**src/rtl/vga_pattern_gen_pkg.sv**
```systemverilog
// Shared constants, mode encodings and RGB332 payload type for the VGA pattern source.
package vga_pattern_gen_pkg;

  localparam int unsigned DEF_H_ACTIVE = 640;
  localparam int unsigned DEF_V_ACTIVE = 480;
  localparam int unsigned DEF_BOX_SIZE = 32;

  localparam int unsigned X_W     = 11;
  localparam int unsigned Y_W     = 10;
  localparam int unsigned BX_W    = 10;
  localparam int unsigned BY_W    = 9;
  localparam int unsigned FRAME_W = 8;
  localparam int unsigned BAR_W   = 80;

  typedef enum logic [1:0] {
    MODE_BARS  = 2'd0,
    MODE_CHECK = 2'd1,
    MODE_GRAD  = 2'd2,
    MODE_BOX   = 2'd3
  } mode_e;

  typedef struct packed {
    logic [2:0] red;
    logic [2:0] grn;
    logic [1:0] blu;
  } rgb332_t;

  localparam rgb332_t RGB_WHITE  = '{red: 3'd7, grn: 3'd7, blu: 2'd3};
  localparam rgb332_t RGB_BLACK  = '{red: 3'd0, grn: 3'd0, blu: 2'd0};
  localparam rgb332_t RGB_BOX_BG = '{red: 3'd0, grn: 3'd0, blu: 2'd1};

  // Colour-bar index from a compare chain; columns are BAR_W pixels wide.
  function automatic logic [2:0] bar_index(input logic [X_W-1:0] x);
    logic [2:0] idx;
    idx = 3'd0;
    for (int unsigned i = 1; i < 8; i++) begin
      if (x >= X_W'(i * BAR_W)) idx = 3'(i);
    end
    return idx;
  endfunction

endpackage

```
**src/rtl/vga_pattern_gen_if.sv**
```systemverilog
// Pixel bus between the sync generator side (master) and the pattern source (slave).
interface vga_pattern_gen_if;
  import vga_pattern_gen_pkg::*;

  logic signed [X_W-1:0]     X;
  logic        [Y_W-1:0]     Y;
  logic                      BLANK;
  logic                      HS;
  logic                      VS;
  logic        [1:0]         MODE;
  logic        [2:0]         RED;
  logic        [2:0]         GRN;
  logic        [1:0]         BLU;
  logic                      HS_O;
  logic                      VS_O;
  logic                      BLANK_O;
  logic        [FRAME_W-1:0] FRAME;

  modport master (
    output X, Y, BLANK, HS, VS, MODE,
    input  RED, GRN, BLU, HS_O, VS_O, BLANK_O, FRAME
  );

  modport slave (
    input  X, Y, BLANK, HS, VS, MODE,
    output RED, GRN, BLU, HS_O, VS_O, BLANK_O, FRAME
  );

endinterface

```
**src/rtl/vga_box_motion.sv**
```systemverilog
// Bouncing-box position and direction registers, stepped once per frame tick.
module vga_box_motion
  import vga_pattern_gen_pkg::*;
#(
  parameter int unsigned BOX_SIZE = DEF_BOX_SIZE,
  parameter int unsigned H_ACTIVE = DEF_H_ACTIVE,
  parameter int unsigned V_ACTIVE = DEF_V_ACTIVE
) (
  input  logic            CLK,
  input  logic            RST,
  input  logic            TICK,
  output logic [BX_W-1:0] BOX_X,
  output logic [BY_W-1:0] BOX_Y
);

  localparam logic [BX_W-1:0] X_MAX = BX_W'(H_ACTIVE - BOX_SIZE);
  localparam logic [BY_W-1:0] Y_MAX = BY_W'(V_ACTIVE - BOX_SIZE);

  logic            dir_x, dir_y;
  logic            dir_x_n, dir_y_n;
  logic [BX_W-1:0] box_x_n;
  logic [BY_W-1:0] box_y_n;

  always_ff @(posedge CLK) begin
    if (RST) begin
      BOX_X <= '0;
      BOX_Y <= '0;
      dir_x <= 1'b1;
      dir_y <= 1'b1;
    end else begin
      BOX_X <= box_x_n;
      BOX_Y <= box_y_n;
      dir_x <= dir_x_n;
      dir_y <= dir_y_n;
    end
  end

  // An outward step at a limit becomes an inward step with the direction flipped.
  always_comb begin
    box_x_n = BOX_X;
    box_y_n = BOX_Y;
    dir_x_n = dir_x;
    dir_y_n = dir_y;
    if (TICK) begin
      if (dir_x) begin
        if (BOX_X == X_MAX) begin
          dir_x_n = 1'b0;
          box_x_n = BOX_X - BX_W'(1);
        end else begin
          box_x_n = BOX_X + BX_W'(1);
        end
      end else begin
        if (BOX_X == '0) begin
          dir_x_n = 1'b1;
          box_x_n = BX_W'(1);
        end else begin
          box_x_n = BOX_X - BX_W'(1);
        end
      end

      if (dir_y) begin
        if (BOX_Y == Y_MAX) begin
          dir_y_n = 1'b0;
          box_y_n = BOX_Y - BY_W'(1);
        end else begin
          box_y_n = BOX_Y + BY_W'(1);
        end
      end else begin
        if (BOX_Y == '0) begin
          dir_y_n = 1'b1;
          box_y_n = BY_W'(1);
        end else begin
          box_y_n = BOX_Y - BY_W'(1);
        end
      end
    end
  end

endmodule

```
**src/rtl/vga_pattern_gen.sv**
```systemverilog
// Four-mode RGB332 test-pattern source with a two-stage colour pipeline and
// per-frame state (frame counter, mode latch, bouncing box) updated on VS fall.
module vga_pattern_gen
  import vga_pattern_gen_pkg::*;
#(
  parameter int unsigned BOX_SIZE = DEF_BOX_SIZE,
  parameter int unsigned H_ACTIVE = DEF_H_ACTIVE,
  parameter int unsigned V_ACTIVE = DEF_V_ACTIVE
) (
  input  logic              CLK,
  input  logic              RST,
  vga_pattern_gen_if.slave  bus
);

  // Frame-rate state
  logic               vs_q;
  logic               tick_c;
  logic [FRAME_W-1:0] frame_q;
  mode_e              mode_q;
  logic [BX_W-1:0]    box_x;
  logic [BY_W-1:0]    box_y;

  // Stage-1 results
  logic        vis1, hs1, vs1;
  mode_e       mode1;
  logic [2:0]  bar1;
  logic        chk1;
  logic        box1;
  logic [2:0]  grad_r1, grad_g1;
  logic [1:0]  grad_b1;

  // Stage-1 combinational terms
  logic [X_W-1:0] x_u;
  logic [X_W-1:0] y_u;
  logic [X_W-1:0] bx_u, by_u;
  logic [9:0]     chk_sum_c;
  logic           vis_c;
  logic           in_box_c;
  rgb332_t        rgb_c;

  assign tick_c = vs_q & ~bus.VS;

  always_ff @(posedge CLK) begin
    if (RST) begin
      vs_q    <= 1'b1;
      frame_q <= '0;
      mode_q  <= MODE_BARS;
    end else begin
      vs_q <= bus.VS;
      if (tick_c) begin
        frame_q <= frame_q + FRAME_W'(1);
        mode_q  <= mode_e'(bus.MODE);
      end
    end
  end

  assign bus.FRAME = frame_q;

  vga_box_motion #(
    .BOX_SIZE (BOX_SIZE),
    .H_ACTIVE (H_ACTIVE),
    .V_ACTIVE (V_ACTIVE)
  ) u_box_motion (
    .CLK   (CLK),
    .RST   (RST),
    .TICK  (tick_c),
    .BOX_X (box_x),
    .BOX_Y (box_y)
  );

  // Negative X has bit 10 set, so one unsigned compare rejects it along with X >= H_ACTIVE.
  assign x_u       = bus.X;
  assign y_u       = {1'b0, bus.Y};
  assign bx_u      = {1'b0, box_x};
  assign by_u      = {2'b00, box_y};
  assign vis_c     = ~bus.BLANK && (x_u < X_W'(H_ACTIVE)) && (bus.Y < Y_W'(V_ACTIVE));
  assign chk_sum_c = x_u[9:0] + 10'(frame_q);
  assign in_box_c  = (x_u >= bx_u) && (x_u < bx_u + X_W'(BOX_SIZE)) &&
                     (y_u >= by_u) && (y_u < by_u + X_W'(BOX_SIZE));

  always_ff @(posedge CLK) begin
    if (RST) begin
      vis1    <= 1'b0;
      hs1     <= 1'b1;
      vs1     <= 1'b1;
      mode1   <= MODE_BARS;
      bar1    <= '0;
      chk1    <= 1'b0;
      box1    <= 1'b0;
      grad_r1 <= '0;
      grad_g1 <= '0;
      grad_b1 <= '0;
    end else begin
      vis1    <= vis_c;
      hs1     <= bus.HS;
      vs1     <= bus.VS;
      mode1   <= mode_q;
      bar1    <= bar_index(x_u);
      chk1    <= chk_sum_c[5] ^ bus.Y[5];
      box1    <= in_box_c;
      grad_r1 <= x_u[9:7];
      grad_g1 <= bus.Y[8:6];
      grad_b1 <= frame_q[5:4];
    end
  end

  // Colour select from stage-1 state only; anything off-screen is black.
  always_comb begin
    rgb_c = RGB_BLACK;
    if (vis1) begin
      case (mode1)
        MODE_BARS:  rgb_c = '{red: {3{bar1[2]}}, grn: {3{bar1[1]}}, blu: {2{bar1[0]}}};
        MODE_CHECK: rgb_c = chk1 ? RGB_WHITE : RGB_BLACK;
        MODE_GRAD:  rgb_c = '{red: grad_r1, grn: grad_g1, blu: grad_b1};
        MODE_BOX:   rgb_c = box1 ? RGB_WHITE : RGB_BOX_BG;
        default:    rgb_c = RGB_BLACK;
      endcase
    end
  end

  always_ff @(posedge CLK) begin
    if (RST) begin
      bus.RED     <= '0;
      bus.GRN     <= '0;
      bus.BLU     <= '0;
      bus.HS_O    <= 1'b1;
      bus.VS_O    <= 1'b1;
      bus.BLANK_O <= 1'b1;
    end else begin
      bus.RED     <= rgb_c.red;
      bus.GRN     <= rgb_c.grn;
      bus.BLU     <= rgb_c.blu;
      bus.HS_O    <= hs1;
      bus.VS_O    <= vs1;
      bus.BLANK_O <= ~vis1;
    end
  end

endmodule

```
**src/flat_wrapper.sv**
```systemverilog
// flat-port wrapper written by rule: the top's interface ports become plain ports
module vga_pattern_gen_flat import vga_pattern_gen_pkg::*;
#(
  parameter int unsigned BOX_SIZE = DEF_BOX_SIZE,
  parameter int unsigned H_ACTIVE = DEF_H_ACTIVE,
  parameter int unsigned V_ACTIVE = DEF_V_ACTIVE
)
  (CLK, RST, bus_X, bus_Y, bus_BLANK, bus_HS, bus_VS, bus_MODE, bus_RED, bus_GRN, bus_BLU, bus_HS_O, bus_VS_O, bus_BLANK_O, bus_FRAME);
  vga_pattern_gen_if bus_i ();
  input  logic CLK;
  input  logic RST;
  input wire logic [$bits(bus_i.X)-1:0] bus_X;
  input wire logic [$bits(bus_i.Y)-1:0] bus_Y;
  input wire logic [$bits(bus_i.BLANK)-1:0] bus_BLANK;
  input wire logic [$bits(bus_i.HS)-1:0] bus_HS;
  input wire logic [$bits(bus_i.VS)-1:0] bus_VS;
  input wire logic [$bits(bus_i.MODE)-1:0] bus_MODE;
  output wire logic [$bits(bus_i.RED)-1:0] bus_RED;
  output wire logic [$bits(bus_i.GRN)-1:0] bus_GRN;
  output wire logic [$bits(bus_i.BLU)-1:0] bus_BLU;
  output wire logic [$bits(bus_i.HS_O)-1:0] bus_HS_O;
  output wire logic [$bits(bus_i.VS_O)-1:0] bus_VS_O;
  output wire logic [$bits(bus_i.BLANK_O)-1:0] bus_BLANK_O;
  output wire logic [$bits(bus_i.FRAME)-1:0] bus_FRAME;
  assign bus_i.X = bus_X;
  assign bus_i.Y = bus_Y;
  assign bus_i.BLANK = bus_BLANK;
  assign bus_i.HS = bus_HS;
  assign bus_i.VS = bus_VS;
  assign bus_i.MODE = bus_MODE;
  assign bus_RED = bus_i.RED;
  assign bus_GRN = bus_i.GRN;
  assign bus_BLU = bus_i.BLU;
  assign bus_HS_O = bus_i.HS_O;
  assign bus_VS_O = bus_i.VS_O;
  assign bus_BLANK_O = bus_i.BLANK_O;
  assign bus_FRAME = bus_i.FRAME;
  vga_pattern_gen #(.BOX_SIZE(BOX_SIZE), .H_ACTIVE(H_ACTIVE), .V_ACTIVE(V_ACTIVE)) u_core (.CLK(CLK), .RST(RST), .bus(bus_i));
endmodule
```
**config.mk**
```make
export PLATFORM = sky130hd
export DESIGN_NAME = vga_pattern_gen_flat
export DESIGN_NICKNAME = d
export VERILOG_FILES = /design/src/rtl/vga_pattern_gen_pkg.sv /design/src/rtl/vga_pattern_gen_if.sv /design/src/rtl/vga_box_motion.sv /design/src/rtl/vga_pattern_gen.sv /design/src/flat_wrapper.sv
export SDC_FILE = /design/constraint.sdc
export NUM_CORES = 1
export LEC_CHECK = 0
export BUFFER_PORTS_ARGS = -buffer_cell sky130_fd_sc_hd__buf_2
export CORE_UTILIZATION = 55
export DETAILED_ROUTE_END_ITERATION = 7
export GPL_ROUTABILITY_DRIVEN = 0
export HOLD_SLACK_MARGIN = 0.05
export PLACE_DENSITY = 0.8
export SYNTH_ARGS = -nofsm -noshare
export SYNTH_HDL_FRONTEND = slang
export SYNTH_SLANG_ARGS = --single-unit
```
**constraint.sdc**
```tcl
create_clock -name CLK -period 2.6 [get_ports CLK]
set_input_delay 0.13 -clock CLK [delete_from_list [all_inputs] [get_ports CLK]]
set_output_delay 0.13 -clock CLK [all_outputs]
set_load 0.005 [all_outputs]
```
==> results by group <==
Placed design
  • Post-DP Area: 4028 sq um
  • Cell count after placement: 555
  • IO Port Bufs: 46
  • Post-DP HPWL: 6386 um

Pwr
  • Leakage power: roughly 1.8 nW
  • Maximum vdd ir drop: roughly 0.23 mV
  • Comb pwr share: between 10% and 20%
  • Sw Pwr: 0.5853 mW
  • Total power: 2.218 mW
  • Internal: 1.633 mW
  • Switching Fraction: 26.38%
  • Clock power share: 44.6%
  • Power Dens Cells: 512.5 nW/um^2
  • Sequential power share: 43.5%

Critical path
  • Crit path buf inv count: 0
  • R2R cell count: 8
  • Biggest cell delay along the critical path: 0.46 ns
  • WP depth: 8
  • CP max-delay cell: dfxtp_1
  • Crit path DAT: 2.48 ns
  • Critical path endpoint category: flop
  • R2R Path Start: u_core.u_box_motion.BOX_X[5]
  • Worst Setup SP: u_core.u_box_motion.BOX_X[5]
  • Crit-path cells: nand3_1 > or3_1 > ha_1 > a22oi_1 > nand4_1 > a221o_1 > a41oi_1 > and4_1
  • Startpoint types: flop
  • WS Path Type: flop to flop
  • Cell family with most CP delay: simple AND/OR/NAND/NOR gates
  • Worst EP required: between 2 and 3 ns
  • CP max FO: 7

Detailed routing
  • DR vias/cell: 5.891
  • DR iter-0 viols: 254
  • Drt drc: 0
  • Routed wire length: 8696 um
  • Via count: 3405
  • DR pass1 iterations: 5
  • Routed WL per cell: 15.04 um
  • Antenna Nets Post-Route: 0

Min path
  • Min-Delay Path Class: input port to flop
  • Hold Crit Depth: 2
  • Hold_sp: bus_Y[6]

Finish
  • Non-filler instance count after layout: roughly 580
  • Layout cells sized above 1: 16.17%
  • Final instance area: 4329 sq um
  • Filler cells: 515
  • P&R area growth vs syn: 13.78%
  • Antenna diodes: 0
  • Final #Nets: 567

Timing
  • Final Hold Fails: 0
  • Unrepaired setup endpoints after global routing: false
  • Worst-margin pin slew: 0.7508 ns
  • # setup viols final: 0
  • Final TNS setup: 0 ns
  • Min Tclk post-route: roughly 2.2 ns
  • Final Max Slew Viols: 0
  • Relative slew slack: about half
  • Period Utilization, post-route: between 80% and 90%
  • Skew final: between 0.015 and 0.02 ns
  • Hold slack: approximately 0.074 ns
  • Fmax: approximately 460 MHz

Floorplan
  • Die W: 85.18 um
  • DIE HEIGHT: 85.18 um
  • Num rows: 29
  • Die area: 7255 sq um
  • Core Area: 6495 sq um
  • Initial Util: 58.58%
  • Io pins: 47

Yosys
  • Synth top area share: 31.57%
  • Flops & latches, synth: 60
  • Post-Synthesis Cells: 450
  • Syn_area_per_cell: 8.455 sq um
  • Largest area contributor in the netlist: dfxtp_1
  • Number of flops mapped to enable cells by yosys: 0
  • Adder-cell share of the synthesized area: 14.40%
  • Simple-gate portion of the synthesized area: 22.85%
  • Yosys Warn Count: 0
  • Compound-Gate Fraction of Synth Area: 16.87%
  • Ys async rst share: 0%
  • Syn_nets: roughly 520
  • Mux contribution to synthesized area: under 10%
  • Largest family of logic cells by synthesized area: simple AND/OR/NAND/NOR gates
  • Prevailing post-synth register cell: dfxtp_1
  • Post-synthesis xor/xnor area fraction: 5.985%
  • Sequential area share after synthesis: between 30% and 40%
  • Syn Std Cell Area: 3805 sq um
  • Top cells by area in the synthesized netlist: dfxtp_1 32%, ha_1 14%, xnor2_1 4.6%
  • Count of cell types in the netlist: between 50 and 60

Clocking
  • Worst-Skew Late Latency: 0.36 ns
  • Reg clk slew, reported paths: 0.08 ns
  • CTS Buf Count: 9
  • Root buf cell: clkbuf_8
  • Sink Count: 60
  • CTS hold repair buffers: 7
  • CTS tree: yes
  • H-tree depth: 3
  • Post-CTS setup buffers: 0
  • Post-CTS Resized: 0
  • Clock tree buffer depth: 2

GRT
  • Grt met2 use: between 30% and 40%
  • Largest net degree at the start of global routing: 44
  • Initial antenna violation count: 0
  • M3 GR Usage: 4.572%
  • First-pass GRT wire length: 14260 um
  • Vias in the first global route: 3086
  • GRT Util Overall: 25.07%
  • Gr ovfl total: 0
  • Global Route met1 Usage: between 30% and 40%
  • GRT busiest layer: met2

Job
  • MaxCap Viol Count: 0

Outcome
  • Run status: complete, no violations
[per-stage QoR]
stage | setup slack (ns) | utilization (%)
after floorplan | 0.5948 | -
after global placement | 0.4915 | 62.01
after detailed placement | 0.4540 | 62.01
after CTS | 0.4175 | 66.65
after global routing | 0.2274 | 66.65
final | 0.4160 | 66.65
[power groups by stage]
stage | sequential [mW] | clock (mW) | combinational, mW
6_report | 0.965 | 0.990 | 0.264
3_5_place_dp | 0.986 | 0 | 0.251
2_1_floorplan | 0.980 | 0 | 0.172
3_3_place_gp | 0.984 | 0 | 0.243
4_1_cts | 0.965 | 1.00 | 0.261
5_1_grt | 0.969 | 1.04 | 0.292
[layout by cell type, fill, tap and decap left out, drive strengths merged, types with 8 or more instances in the layout]
master  instances
nand2b          9
nand2          29
buf            49
dfxtp          60
clkbuf         10
nand4          13
nor2           35
nand3          15
inv            34
nor3           15
ha             43
nor2b          14
o21a            8
a21oi          28
o21ai          21
xnor2          20
[final timing paths]
path	end	slack (ns)
worst min register to register	u_core.bus.HS_O	0.42
worst min-delay path	u_core.grad_g1[0]	0.07
worst max-delay path	u_core.box1	0.42
worst max register to register	u_core.box1	0.42
[layout make-up]
type                            instances  area, sq um  area share [%]
Clock buffer                           10        137.6           3.179
Tap cell                               77        96.34           2.225
Clock inverter                          6        93.84           2.168
Inverter                               32        120.1           2.775
Timing Repair Buffer                   56        322.8           7.457
Multi-Input combinational cell        337         2357           54.45
Sequential cell                        60         1201           27.75
[sequential cells by signal (all words and copies together), names as in the netlist, 2 cells and up]
signal                     flops
u_core.u_box_motion.BOX_X     10
u_core.u_box_motion.BOX_Y      9
u_core.bus.FRAME               8
u_core.bar1                    3
u_core.bus.GRN                 3
u_core.bus.RED                 3
u_core.grad_g1                 3
u_core.grad_r1                 3
u_core.bus.BLU                 2
u_core.grad_b1                 2
u_core.mode1                   2
u_core.mode_q                  2
[synth_stat cells, types with 3 or more instances]
cell type  count
a211oi_1       5
a21o_1         5
a21oi_1       28
a31oi_1        4
a41oi_1        3
and3_1         3
clkbuf_1      12
clkbuf_8       3
dfxtp_1       60
ha_1          43
inv_1         32
mux2i_1        7
nand2_1       29
nand2b_1       9
nand3_1       15
nand4_1       13
nor2_1        35
nor2b_1       14
nor3_1        14
nor4_1         4
o211ai_1       3
o21a_1         8
o21ai_0       21
or2_2          7
or3_1          7
xnor2_1       20
xor2_1         6
[routing by layer]
metal	part of all wire [%]	vias up
met5	0	-
met3	5.1	26
met1	46	1591
met4	2.9	0
met2	46	96
li1	-	1692
[cell families (layout without fill, tap and decap cells)]
logic type / after synthesis / count (layout)
multiplexers: 7 / 7
XOR/XNOR: 26 / 26
adder cells (fa/ha/maj): 44 / 44
AO/OA/AOI/OAI: 97 / 97
flip-flops: 60 / 60
buffers and inverters: 53 / 104
AND/OR/NAND/NOR: 163 / 163
(Power assumes the default switching activity.)
